$ cat config.mk
export PLATFORM = sky130hd
export DESIGN_NAME = dual_cmos_sync_ctrl
export DESIGN_NICKNAME = d
export VERILOG_FILES = /design/src/rtl/dual_cmos_sync_ctrl.sv
export SDC_FILE = /design/constraint.sdc
export NUM_CORES = 1
export LEC_CHECK = 0
export ABC_AREA = 1
export BUFFER_PORTS_ARGS = -buffer_cell sky130_fd_sc_hd__buf_2
export CORE_ASPECT_RATIO = 0.7
export CORE_UTILIZATION = 41
export CTS_BUF_LIST = sky130_fd_sc_hd__clkbuf_4 sky130_fd_sc_hd__clkbuf_8 sky130_fd_sc_hd__clkbuf_16
export DETAILED_ROUTE_END_ITERATION = 10
export GPL_ROUTABILITY_DRIVEN = 0
export PLACE_DENSITY_LB_ADDON = 0.3
export SYNTH_ARGS = -nofsm -noshare
export SYNTH_HDL_FRONTEND = slang
export SYNTH_SLANG_ARGS = --single-unit
$ cat constraint.sdc
create_clock -name sys_clk -period 2.4 [get_ports sys_clk]
set_input_delay 0.36 -clock sys_clk [delete_from_list [all_inputs] [get_ports sys_clk]]
set_output_delay 0.36 -clock sys_clk [all_outputs]
set_load 0.005 [all_outputs]
$ cat src/rtl/dual_cmos_sync_ctrl.sv
// ---------------------------------------------------------------------------
// dual_cmos_sync_ctrl
//
// Frame/line scheduler for the dual-camera merge path. Each camera writes into
// its own line FIFO; this block waits for both vsyncs, measures their skew,
// emits a merged frame-start pulse, then drains both FIFOs in lock-step, one
// H_ACTIVE-word burst per line, with at least H_GAP idle cycles in between.
// Loss of sync (skew overflow, line-wait timeout, vsync mid-frame) sets a
// sticky error flag.
//
// Ports
//   sys_clk        single clock; every input is already synchronous to it
//   rst            asynchronous, active-high reset
//   enable         run; low returns the scheduler to IDLE at the next edge
//   cam0_vsync     camera 0 vsync level (high = frame start)
//   cam1_vsync     camera 1 vsync level
//   cam0_line_rdy  FIFO0 holds at least one full line
//   cam1_line_rdy  FIFO1 holds at least one full line
//   err_clr        single-cycle pulse clearing sync_err
//   rd_en0/rd_en1  FIFO read enables (always identical)
//   out_vsync      merged frame-start pulse, VS_LEN cycles wide
//   out_href       merged line-valid: rd_en delayed by RD_LAT cycles
//   skew_val       last measured vsync rise skew between cameras, cycles
//   sync_err       sticky loss-of-sync flag
//   line_idx       current line within the frame
// ---------------------------------------------------------------------------
module dual_cmos_sync_ctrl #(
    parameter int H_ACTIVE = 1024,
    parameter int V_ACTIVE = 768,
    parameter int H_GAP    = 16,
    parameter int VS_LEN   = 8,
    parameter int SKEW_W   = 16,
    parameter int TMO_W    = 20,
    parameter int RD_LAT   = 1
) (
    input  logic              sys_clk,
    input  logic              rst,
    input  logic              enable,
    input  logic              cam0_vsync,
    input  logic              cam1_vsync,
    input  logic              cam0_line_rdy,
    input  logic              cam1_line_rdy,
    input  logic              err_clr,
    output logic              rd_en0,
    output logic              rd_en1,
    output logic              out_vsync,
    output logic              out_href,
    output logic [SKEW_W-1:0] skew_val,
    output logic              sync_err,
    output logic [9:0]        line_idx
);

    // One shared phase counter times the VSYNC pulse, the READ burst and the GAP.
    localparam int CNT_W = $clog2(H_ACTIVE + H_GAP + VS_LEN + 1);
    localparam logic [CNT_W-1:0] VS_LAST   = CNT_W'(VS_LEN - 1);
    localparam logic [CNT_W-1:0] RD_LAST   = CNT_W'(H_ACTIVE - 1);
    localparam logic [CNT_W-1:0] GAP_LAST  = CNT_W'(H_GAP - 1);
    localparam logic [9:0]       LINE_LAST = 10'(V_ACTIVE - 1);

    localparam logic [2:0] S_IDLE       = 3'd0;
    localparam logic [2:0] S_WAIT_V     = 3'd1;
    localparam logic [2:0] S_WAIT_OTHER = 3'd2;
    localparam logic [2:0] S_VSYNC      = 3'd3;
    localparam logic [2:0] S_WAIT_LINE  = 3'd4;
    localparam logic [2:0] S_READ       = 3'd5;
    localparam logic [2:0] S_GAP        = 3'd6;

    logic [2:0]        state, state_nxt;
    logic              vs0_d, vs1_d;
    logic              rise0, rise1, any_rise, both_rise, other_rise;
    logic              first_cam;          // 1: camera 1 rose first
    logic              in_frame, both_rdy;
    logic              skew_ovf, tmo_ovf, restart, err_set, vs_start, line_done;
    logic [SKEW_W-1:0] skew_cnt;
    logic [TMO_W-1:0]  tmo_cnt;
    logic [CNT_W-1:0]  phase_cnt;
    logic              rd_en_r;
    logic [RD_LAT-1:0] href_sr;

    assign rise0      = cam0_vsync & ~vs0_d;
    assign rise1      = cam1_vsync & ~vs1_d;
    assign any_rise   = rise0 | rise1;
    assign both_rise  = rise0 & rise1;
    assign other_rise = first_cam ? rise0 : rise1;
    assign both_rdy   = cam0_line_rdy & cam1_line_rdy;

    assign in_frame = (state == S_VSYNC) || (state == S_WAIT_LINE) ||
                      (state == S_READ)  || (state == S_GAP);

    assign skew_ovf = (state == S_WAIT_OTHER) && !other_rise && (skew_cnt == '1);
    assign tmo_ovf  = (state == S_WAIT_LINE) && !both_rdy && (tmo_cnt == '1);

    // A vsync edge inside a frame aborts it and starts a new alignment.
    assign restart   = enable && in_frame && any_rise;
    assign err_set   = enable && (skew_ovf || tmo_ovf || restart);
    assign vs_start  = (state_nxt == S_VSYNC) && ((state != S_VSYNC) || restart);
    assign line_done = enable && !restart && (state == S_GAP) && (phase_cnt == GAP_LAST);

    // NOTE: state_nxt is given a default before the case so no path leaves it
    // unassigned, which would otherwise infer a latch.
    always_comb begin
        state_nxt = state;
        if (!enable) begin
            state_nxt = S_IDLE;
        end else if (restart) begin
            state_nxt = both_rise ? S_VSYNC : S_WAIT_OTHER;
        end else begin
            case (state)
                S_IDLE:       state_nxt = S_WAIT_V;
                S_WAIT_V: begin
                    if (both_rise)     state_nxt = S_VSYNC;
                    else if (any_rise) state_nxt = S_WAIT_OTHER;
                end
                S_WAIT_OTHER: begin
                    if (other_rise)    state_nxt = S_VSYNC;
                    else if (skew_ovf) state_nxt = S_WAIT_V;
                end
                S_VSYNC:      if (phase_cnt == VS_LAST) state_nxt = S_WAIT_LINE;
                S_WAIT_LINE: begin
                    if (both_rdy)      state_nxt = S_READ;
                    else if (tmo_ovf)  state_nxt = S_WAIT_V;
                end
                S_READ:       if (phase_cnt == RD_LAST) state_nxt = S_GAP;
                S_GAP: begin
                    if (phase_cnt == GAP_LAST)
                        state_nxt = (line_idx == LINE_LAST) ? S_WAIT_V : S_WAIT_LINE;
                end
                default:      state_nxt = S_IDLE;
            endcase
        end
    end

    // NOTE: all state here uses non-blocking assignments so every register
    // samples the pre-edge values regardless of statement order.
    always_ff @(posedge sys_clk or posedge rst) begin
        if (rst) begin
            state     <= S_IDLE;
            vs0_d     <= 1'b0;
            vs1_d     <= 1'b0;
            first_cam <= 1'b0;
            skew_cnt  <= '0;
            tmo_cnt   <= '0;
            phase_cnt <= '0;
            rd_en_r   <= 1'b0;
            href_sr   <= '0;
            out_vsync <= 1'b0;
            skew_val  <= '0;
            sync_err  <= 1'b0;
            line_idx  <= '0;
        end else begin
            vs0_d     <= cam0_vsync;
            vs1_d     <= cam1_vsync;
            state     <= state_nxt;
            rd_en_r   <= (state_nxt == S_READ);
            out_vsync <= (state_nxt == S_VSYNC);
            // Read-latency pipe; keeps shifting after enable drops so the tail drains.
            href_sr   <= RD_LAT'({href_sr, rd_en_r});

            // Both wait counters restart from zero on every entry to their state.
            skew_cnt <= (state == S_WAIT_OTHER) ? skew_cnt + 1'b1 : '0;
            tmo_cnt  <= (state == S_WAIT_LINE)  ? tmo_cnt + 1'b1  : '0;

            if ((state_nxt != state) || restart)
                phase_cnt <= '0;
            else if ((state == S_VSYNC) || (state == S_READ) || (state == S_GAP))
                phase_cnt <= phase_cnt + 1'b1;
            else
                phase_cnt <= '0;

            if ((state_nxt == S_WAIT_OTHER) && (state != S_WAIT_OTHER))
                first_cam <= rise1 & ~rise0;

            if (vs_start)
                skew_val <= (state == S_WAIT_OTHER) ? skew_cnt + 1'b1 : '0;

            if (err_set)
                sync_err <= 1'b1;
            else if (err_clr)
                sync_err <= 1'b0;

            if (vs_start)
                line_idx <= '0;
            else if (line_done)
                line_idx <= (line_idx == LINE_LAST) ? '0 : line_idx + 1'b1;
        end
    end

    assign rd_en0   = rd_en_r;
    assign rd_en1   = rd_en_r;
    assign out_href = href_sr[RD_LAT-1];

endmodule

Word-level counts from Yosys, hierarchy flattened
Index checks and enable logic that the tools add are counted.
{ "word_totals": {"ff_bits": 83, "latchBits": 0, "ramBits": 0, "rom_bits": 0, "word_cells": 95, "memories": 0} }
{ "classes": {"n_addsub": 4, "mul": 0, "n_div": 0, "n_lt_le_gt_ge": 0, "eq_ne": 18, "shifts": 0, "mux": 24, "bitwise_logic": 9, "reduce_logical": 27} }
{ "ops": {"columns": ["operator", "n"], "rows": [
  ["3-bit 2-to-1 mux", 12],
  ["10-bit 2-to-1 mux", 3],
  ["11-bit 2-to-1 mux", 2],
  ["3-bit case mux with 7 select lines", 1],
  ["20-bit by 1-bit adder with 20-bit output, second input constant", 1],
  ["20-bit == test, second input constant", 1],
  ["20-bit 2-to-1 mux", 1],
  ["16-bit by 1-bit adder with 16-bit output, second input constant", 1],
  ["16-bit == test, second input constant", 1],
  ["16-bit 2-to-1 mux", 1],
  ["3-bit by 2-bit == test with 1-bit output, second input constant", 4],
  ["3-bit == test, second input constant", 4],
  ["1-bit logical AND", 12],
  ["11-bit by 1-bit adder with 11-bit output, second input constant", 1],
  ["11-bit by 10-bit == test with 1-bit output, second input constant", 1],
  ["11-bit by 3-bit == test with 1-bit output, second input constant", 1],
  ["11-bit by 4-bit == test with 1-bit output, second input constant", 1],
  ["10-bit by 1-bit adder with 10-bit output, second input constant", 1],
  ["10-bit == test, second input constant", 1],
  ["1-bit logical OR", 9],
  ["3-bit by 2-bit != test with 1-bit output, second input constant", 2],
  ["1-bit bitwise AND", 5],
  ["1-bit 2-to-1 mux", 4],
  ["2-bit nonzero test", 2],
  ["other kinds (6)", 10]
]} }

Logic depth before layout (Yosys ltp)
Gate-level depths: netlist of the first run.
{ "depth": {"ltp_word": 14, "ltp_mapped": 16, "ltp_nobuf": 15} }

Worst setup path after synthesis of the first run
Ideal clock, no wire load.
{ "synth_path": {"path_type": "register -> register", "from": "register line_idx[0]", "to": "register phase_cnt[6]", "arrival_time_ps": 1813, "required_time_ps": 2279, "setup_slack_ps": 465, "stages_incl_launch_ff": 16, "cell_sequence": "dfrtp_1 -> ha_1 -> nand2_1 -> nor2_1 -> nand2_1 -> nor2_2 -> nand2_1 -> nand2_1 -> nand3_1 -> nor2_1 -> nor2_4 -> nor2_1 -> nor2_1 -> nand2_1 -> buf_4 -> nor2_1"} }
{ "synth_via": {"elab_chain_cells": 9} }
{ "synth_lines": {"columns": ["element", "line_no", "text"], "rows": [
  ["start, declared", "50", "output logic [9:0] line_idx"],
  ["start signal, assigned", "184", "line_idx <= (line_idx == LINE_LAST) ? '0 : line_idx + 1'b1;"],
  ["10-bit == test", "126", "state_nxt = (line_idx == LINE_LAST) ? S_WAIT_V : S_WAIT_LINE;"],
  ["3-bit 2-to-1 mux", "126", null],
  ["3-bit 2-to-1 mux", "125", "if (phase_cnt == GAP_LAST)"],
  ["3-bit case mux with 7 select lines", "108", "case (state)"],
  ["3-bit 2-to-1 mux", "105", "end else if (restart) begin"],
  ["3-bit 2-to-1 mux", "103", "if (!enable) begin"],
  ["named net state_nxt[2]", "68", "logic [2:0] state, state_nxt;"],
  ["3-bit != test", "163", "if ((state_nxt != state) || restart)"],
  ["1-bit logical OR", "163", null],
  ["11-bit 2-to-1 mux", "163", null],
  ["end signal, assigned", "166", "phase_cnt <= phase_cnt + 1'b1;"],
  ["end, declared", "76", "logic [CNT_W-1:0] phase_cnt;"]
]} }
The timed path passes the listed nets, and every way through them passes these cells.
A chain may end at the register's enable or synchronous reset.

Final worst setup path of the first run
{ "layout_path": {"from": "register skew_cnt[0]", "to": "register phase_cnt[4]"} }
{ "layout_via": {"elab_chain_cells": 10} }
{ "layout_lines": {"columns": ["element", "line_no", "text"], "rows": [
  ["start, declared", "74", "logic [SKEW_W-1:0] skew_cnt;"],
  ["start signal, assigned", "160", "skew_cnt <= (state == S_WAIT_OTHER) ? skew_cnt + 1'b1 : '0;"],
  ["16-bit == test", "90", "assign skew_ovf = (state == S_WAIT_OTHER) && !other_rise && (skew_cnt == '1);"],
  ["1-bit logical AND", "90", null],
  ["3-bit 2-to-1 mux", "116", "else if (skew_ovf) state_nxt = S_WAIT_V;"],
  ["3-bit 2-to-1 mux", "115", "if (other_rise) state_nxt = S_VSYNC;"],
  ["3-bit case mux with 7 select lines", "108", null],
  ["3-bit 2-to-1 mux", "105", null],
  ["3-bit 2-to-1 mux", "103", null],
  ["3-bit != test", "163", null],
  ["1-bit logical OR", "163", null],
  ["11-bit 2-to-1 mux", "163", null]
]} }
No other way between the ends.

==> impl_results.md, run 1 <==
- Startpoint Class: flip-flop
- Dpl hpwl: 6759 um
- Non-Filler Instances: 745
- CTS tree: done
- Sequential share of power: 46.4%
- Clk_skew: 6.952 ps
- WP buf/inv: 1
- PD cells: 679.8 nW/um^2
- Crit Path Max Fanout: 11
- Hold Path Class: in2async
- Clock Pin Slew Worst Setup and Hold Paths: 70 ps
- FMAX: 465.2 MHz
- Net Sw Power: 1017 uW
- Post-route cell area: 5020 sq um
- Post-synth cell types: 33
- Maximum VDD drop: 0.3478 mV
- Most numerous cell on the critical path: nand2_1
- Grt peak-use layer: met2
- Final setup viols: 0
- Post-synthesis sequential area ratio: 48.34%
- Initial antenna violation count: 0
- Global Route Usage Sum: 18.90%
- Slew HR: 64.72%
- Crit path required time: 2670 ps
- Unrepaired setup endpoints after global routing: no
- Area taken by flip-flops and latches: 2077 sq um
- GR Layer Usage met1: 27.23%
- Tmin final: 2150 ps
- CTS root buf: clkbuf_16
- Max Cap Viol: 0
- Leading cell type in the layout, fill and taps excluded: nand2_1
- Die width: 124.4 um
- Synth area leader: dfrtp_1
- Number of synthesized register bits: 83
- PnR Total Power: 3412 uW
- Sw frac: 29.81%
- Share of the synthesized area in the top cell type: 48.34%
- Drt via density: 5.023
- CP max-delay cell: dfrtp_1
- Crit end category: flip-flop
- Ports: 39
- Mapped Nets: 573
- Core Rows: 30
- GR Util met2: 27.52%
- TritonRoute pass-1 iters: 5
- Slew Limit Fails: 0
- Vias in the first global route: 3437
- Synth Instances: 561
- Sinks on the clock net: 83
- Ys Warns: 0
- Crit path cell chain: ha_1 > nand2_1 > nor2_2 > nand2_1 > nor2_2 > nand2_1 > nand2_1 > nand2_1 > nor2_2 > nand2_1 > nand2_2 > nand2_1 > nand2_1 > nand2_1 > buf_12 > nor2_1
- Cell Area, Synth: 4297 sq um
- Antenna cells: 0
- Dpl cell area: 4700 sq um
- Die area: 10900 sq um
- Multi-input logic area: 1906 sq um
- Pint: 2395 uW
- Commonest cells after routing, fill and taps aside: 142 x nand2_1, 83 x dfrtp_1, 73 x nor2_1
- CTS Buf Count: 9
- Nets: 624
- # fillers: 933
- Starting Density: 43.19%
- Clock power frac: 39.1%
- Core Box Area: 9947 sq um
- Worst endpoint data arrival time: 2420 ps
- Worst path max stage delay: 380 ps
- Setup WS pre-CTS: 121.7 ps
- DRT iter0 DRCs: 215
- Max clock buf depth: 2
- Routed WL per cell: 12.83 um
- Final setup margin: 250.3 ps
- Mapped Avg Cell Area: 7.659 sq um
- Worst slew pin tran: 525.2 ps
- Port Buffers: 38
- Die height: 87.65 um
- Drt drc: 0
- Largest net degree at the start of global routing: 84
- Final wirelength: 9555 um
- Global route overflow: 0
- Grt met3 use: 5.742%
- Status: finished clean
- First-pass GRT wire length: 16350 um
- Area delta synth->final: 16.83%
- Leakage power: 0.002480 uW
- Setup CP Type: reg2reg
- H-tree Lvls: 3
- Clock Latency Late Sink: 350 ps
- Proportion of layout cells with a drive suffix above 1: 15.07%
- Top delay family on crit path: simple AND/OR/NAND/NOR gates
- Sum of negative setup slack: 0 ps
- Comb power frac: 14.5%
- Via Count: 3742
- Cell count after placement: 728
- Final Hold Fails: 0
- Main area contributors after synthesis: dfrtp_1 48%, nand2_1 12%, nor2_1 6.7%, inv_1 6.0%, nand3_1 5.2%
- Routed Antenna Nets: 0
- Tcrit/Tclk final: 89.57%
==> cells in the mapped netlist <==
cell type    n
a211oi_1     2
nand3_1     45
nor2_1      77
o21ai_1      1
xor2_1       8
clkbuf_1     4
nor2_2       5
dfrtp_1     83
buf_4        2
xnor2_1      5
nor2_4       2
nor4_1       2
a21oi_1     25
nor3_1      18
inv_1       69
o21bai_4     1
nor3_2       1
nand2_1    142
buf_6        1
o21ai_0     27
nand2_2      4
o21ai_2      1
ha_1         4
nand3b_1     2
nand3_2      3
a31oi_1      4
buf_2        2
nand4_2      1
and3_1       2
o211ai_1     1
nand4_1     10
o21a_1       2
inv_2        5
==> repair_timing <==
item / 4_1_cts / 5_1_grt
gates resized for setup: 0 / 5
hold buffers: 0 / 0
endpoints found under the setup margin: 0 / 27
setup buffers: 0 / 1
==> per-stage QoR <==
stage	hold WS, ps	util, %
2_1_floorplan	391.4	-
6_report	131.6	50.47
5_1_grt	159.6	50.47
3_5_place_dp	429.0	47.25
3_3_place_gp	434.7	47.25
4_1_cts	151.8	50.11
==> tightest hold or removal path: stages <==
cell and delay [ps]:
buf_2 110, clkinvlp_4 70, buf_12 360
==> per-layer routing <==
metal	part of all wire, %	up-vias
met5	0	-
met2	41	113
li1	-	1904
met4	1.4	0
met3	6.0	11
met1	52	1714
==> final timing paths <==
| check | slack (ps) | to | cells after the start | from |
|---|---|---|---|---|
| worst max-delay path | 250 | phase_cnt[4]$_DFF_PP0_ | 16 | skew_cnt[0]$_DFF_PP0_ |
| worst min-delay path | 130 | phase_cnt[1]$_DFF_PP0_ | 3 | rst |
| worst max register to register | 250 | phase_cnt[4]$_DFF_PP0_ | 16 | skew_cnt[0]$_DFF_PP0_ |
| worst min register to register | 450 | out_href$_DFF_PP0_ | 0 | rd_en0$_DFF_PP0_ |
| max in group asynchronous | 1930 | skew_val[8]$_DFFE_PP0N_ | 3 | rst |
| min in group sys_clk | 160 | vs0_d$_DFF_PP0_ | 1 | cam0_vsync |
==> layout make-up <==
| type | count | area share [%] |
|---|---|---|
| well taps | 128 | 3.190 |
| multi-input cells | 395 | 37.96 |
| inverters | 74 | 5.608 |
| clock buffers | 9 | 4.487 |
| clock inverters | 7 | 1.196 |
| flip-flops and latches | 83 | 41.38 |
| repair buffers | 49 | 6.181 |
==> state kept, by name, summed over array words and instances (netlist names) <==
| signal | count |
|---|---|
| out_vsync | 1 |
| skew_val | 16 |
| sync_err | 1 |
| line_idx | 10 |
| skew_cnt | 16 |
| out_href | 1 |
| tmo_cnt | 20 |
| vs1_d | 1 |
| vs0_d | 1 |
| phase_cnt | 11 |
| rd_en0 | 1 |
| first_cam | 1 |
| state | 3 |
==> logic make-up (layout without fill, tap and decap cells) <==
kind of cell,count (synthesis),after routing,share of synthesized area (%)
buf+inv,83,139,7.659
xor+xnor,13,13,2.650
fa+ha+maj,4,4,1.165
flops,83,83,48.34
compound gates,64,64,8.270
simple gates,314,314,31.92
==> power by group through the flow <==
stage                     sequential [uW]  clock, uW  combinational, uW
after detailed placement             1610          0                485
final                                1580       1330                494
after floorplan                      1590          0                326
after CTS                            1580       1380                487
after global routing                 1600       1420                569
after global placement               1600          0                477
Power figures use the tool's default switching activity.
==> run 2, diff against run 1 <==
GPL_TIMING_DRIVEN = 0   (was not set)
==> run 2 against run 1 <==
  * First-iteration DRC count increased by 51%
  * Global-route usage increased by 0.63 points
  * Critical path type unchanged
  * Cell area increased by 0.47%
  * Non-clock buffer count increased by 2
  * Clock skew increased by 2.3 ps
  * Worst hold slack got worse by 100 ps
  * Flip-flop and latch count unchanged
  * Utilization increased by 0.24 points
  * Combinational power increased by 4.0%
==> impl_results.md, run 2 (synthesis results as in run 1) <==
- Nets: 626 (+0.32%)
- Dpl cell area: 4691 sq um (-0.19%)
- Final setup viols: 0 (unchanged)
- Sum of negative setup slack: 0 ps (unchanged)
- Starting Density: 43.19% (unchanged)
- CTS Buf Count: 9 (unchanged)
- Slew HR: 61.77% (-2.9 points)
- Ports: 39 (unchanged)
- Final setup margin: 181.1 ps (-69.21 ps)
- Leading cell type in the layout, fill and taps excluded: nand2_1
- Maximum VDD drop: 0.3176 mV (-8.7%)
- Final wirelength: 9776 um (+2.3%)
- Routed WL per cell: 13.09 um (+2.0%)
- Crit Path Max Fanout: 10 (-1)
- CP max-delay cell: dfrtp_1
- TritonRoute pass-1 iters: 5 (unchanged)
- CTS root buf: clkbuf_16
- Most flop-heavy register: tmo_cnt
- DRT iter0 DRCs: 324 (+51%)
- CP Capture Point: phase_cnt[4]$_DFF_PP0_
- Post-route cell area: 5044 sq um (+0.47%)
- Clock Pin Slew Worst Setup and Hold Paths: 70 ps (about the same)
- Worst r2r path cells: 16 (unchanged)
- Tmin final: 2219 ps (+69.21 ps)
- Area delta synth->final: 17.39%
- Most numerous cell on the critical path: nand2_1
- Die height: 87.65 um (unchanged)
- Crit path required time: 2670 ps (about the same)
- Global Route Usage Sum: 19.53% (+0.63 points)
- Status: finished clean
- Largest net degree at the start of global routing: 35 (-58%)
- Global route overflow: 0 (unchanged)
- Hold Path Class: in2async
- Startpoint Class: flip-flop
- PnR Total Power: 3449 uW (+1.1%)
- Sinks on the clock net: 83 (unchanged)
- PD cells: 683.9 nW/um^2 (+0.60%)
- R2R setup slack: 180 ps (-70 ps)
- Vias in the first global route: 3578 (+4.1%)
- Worst reg2reg startpoint: skew_cnt[0]$_DFF_PP0_
- Clock Latency Late Sink: 350 ps (about the same)
- Commonest cells after routing, fill and taps aside: 142 x nand2_1, 81 x dfrtp_1, 72 x nor2_1
- Max clock buf depth: 2 (unchanged)
- Crit path cell chain: ha_2 > nand2_1 > nor2_4 > nand2_1 > nor2_2 > nand2_1 > nand2_1 > nand2_1 > nor2_2 > nand2_1 > nand2_2 > nand2_1 > nand2_1 > nand2_1 > buf_4 > nor2_1
- CTS tree: done
- Slew Limit Fails: 0 (unchanged)
- Routed Antenna Nets: 0 (unchanged)
- Worst path max stage delay: 380 ps (about the same)
- Final Hold Fails: 0 (unchanged)
- Core Rows: 30 (unchanged)
- Proportion of layout cells with a drive suffix above 1: 15.83% (+0.76 points)
- Dpl hpwl: 7170 um (+6.1%)
- Critical Path Start: skew_cnt[0]$_DFF_PP0_
- H-tree Lvls: 3 (unchanged)
- Initial antenna violation count: 0 (unchanged)
- Die area: 10900 sq um (unchanged)
- Critical R2R Capture: phase_cnt[4]$_DFF_PP0_
- First-pass GRT wire length: 16970 um (+3.8%)
- Worst slew pin tran: 573.4 ps (+48.24 ps)
- Drt drc: 0 (unchanged)
- Drt via density: 5.070 (+0.93%)
- Core Box Area: 9947 sq um (unchanged)
- Max reg flops: 20 (unchanged)
- Die width: 124.4 um (unchanged)
- Regs by FF count: tmo_cnt x20, skew_cnt x16, skew_val x16
- Port Buffers: 38 (unchanged)
- Crit end category: flip-flop
- Worst endpoint data arrival time: 2490 ps (+70 ps)
- Max Cap Viol: 0 (unchanged)
- Clk_skew: 9.230 ps (+2.278 ps)
- Tcrit/Tclk final: 92.45% (+2.9 points)
- Setup WS pre-CTS: -44.41 ps (-166.1 ps)
- Antenna cells: 0 (unchanged)
- Setup CP Type: reg2reg
- Leakage power: 0.002464 uW (-0.63%)
- Via Count: 3787 (+1.2%)
- FMAX: 450.7 MHz (-3.1%)
==> run 2: cell count changes in the layout (fill, tap and decap cells not counted), sizes merged <==
| cell | change |
|---|---|
| clkinv | -2 |
| clkbuf | +3 |
| clkinvlp | +1 |
| inv | +1 |
| buf | -1 |
==> run 2: routing by layer <==
layer	part of all wire, %	global-route usage (%)	up-vias
met5	0	0	-
met4	1.1	5.696	0
met3	5.0	4.826	9
met2	41	28.58	88
met1	52	28.59	1787
li1	-	-	1903
==> run 2: cell type report <==
cell class | instances | area, sq um
Buffer | 8 | 47.55
Clock buffer | 9 | 225.2
Clock inverter | 7 | 65.06
Fill cell | 942 | 4903
Inverter | 74 | 281.5
Multi-Input combinational cell | 395 | 1932
Sequential cell | 83 | 2079
Tap cell | 128 | 160.2
Timing Repair Buffer | 43 | 252.7
==> run 2: repair_timing <==
action	CTS	global route
resized for setup	2	11
hold buffers	0	0
pin swaps	0	4
setup buffers	0	3
setup endpoints to repair	20	38
==> run 2: metrics by stage <==
step	hold WS (ps)	cells	util [%]
floorplan	391.4	561	-
CTS	45.25	745	50.21
global placement	435.0	727	46.75
finish	29.87	747	50.70
detailed placement	416.3	729	47.16
global route	49.63	747	50.70
==> run 2: worst min path at each step <==
stage | startpoint | end
floorplan | cam0_vsync | vs0_d$_DFF_PP0_
finish | rst | out_vsync$_DFF_PP0_
CTS | rst | out_vsync$_DFF_PP0_
global placement | rd_en0$_DFF_PP0_ | out_href$_DFF_PP0_
global route | rst | skew_val[14]$_DFFE_PP0N_
detailed placement | rst | out_vsync$_DFF_PP0_
==> run 2: worst max-delay path: cells and delay by family, from the launching register on <==
kind,cells,cell delay (ps)
adder cells (fa/ha/maj),1,200
flip-flops,1,380
buffers and inverters,1,180
AND/OR/NAND/NOR,14,1380
==> run 2: report_power, final <==
group | internal, uW | switching (uW) | leakage, uW
clock network | 728 | 621 | 0.000141
registers | 1480 | 101 | 0.00114
logic | 192 | 322 | 0.00118
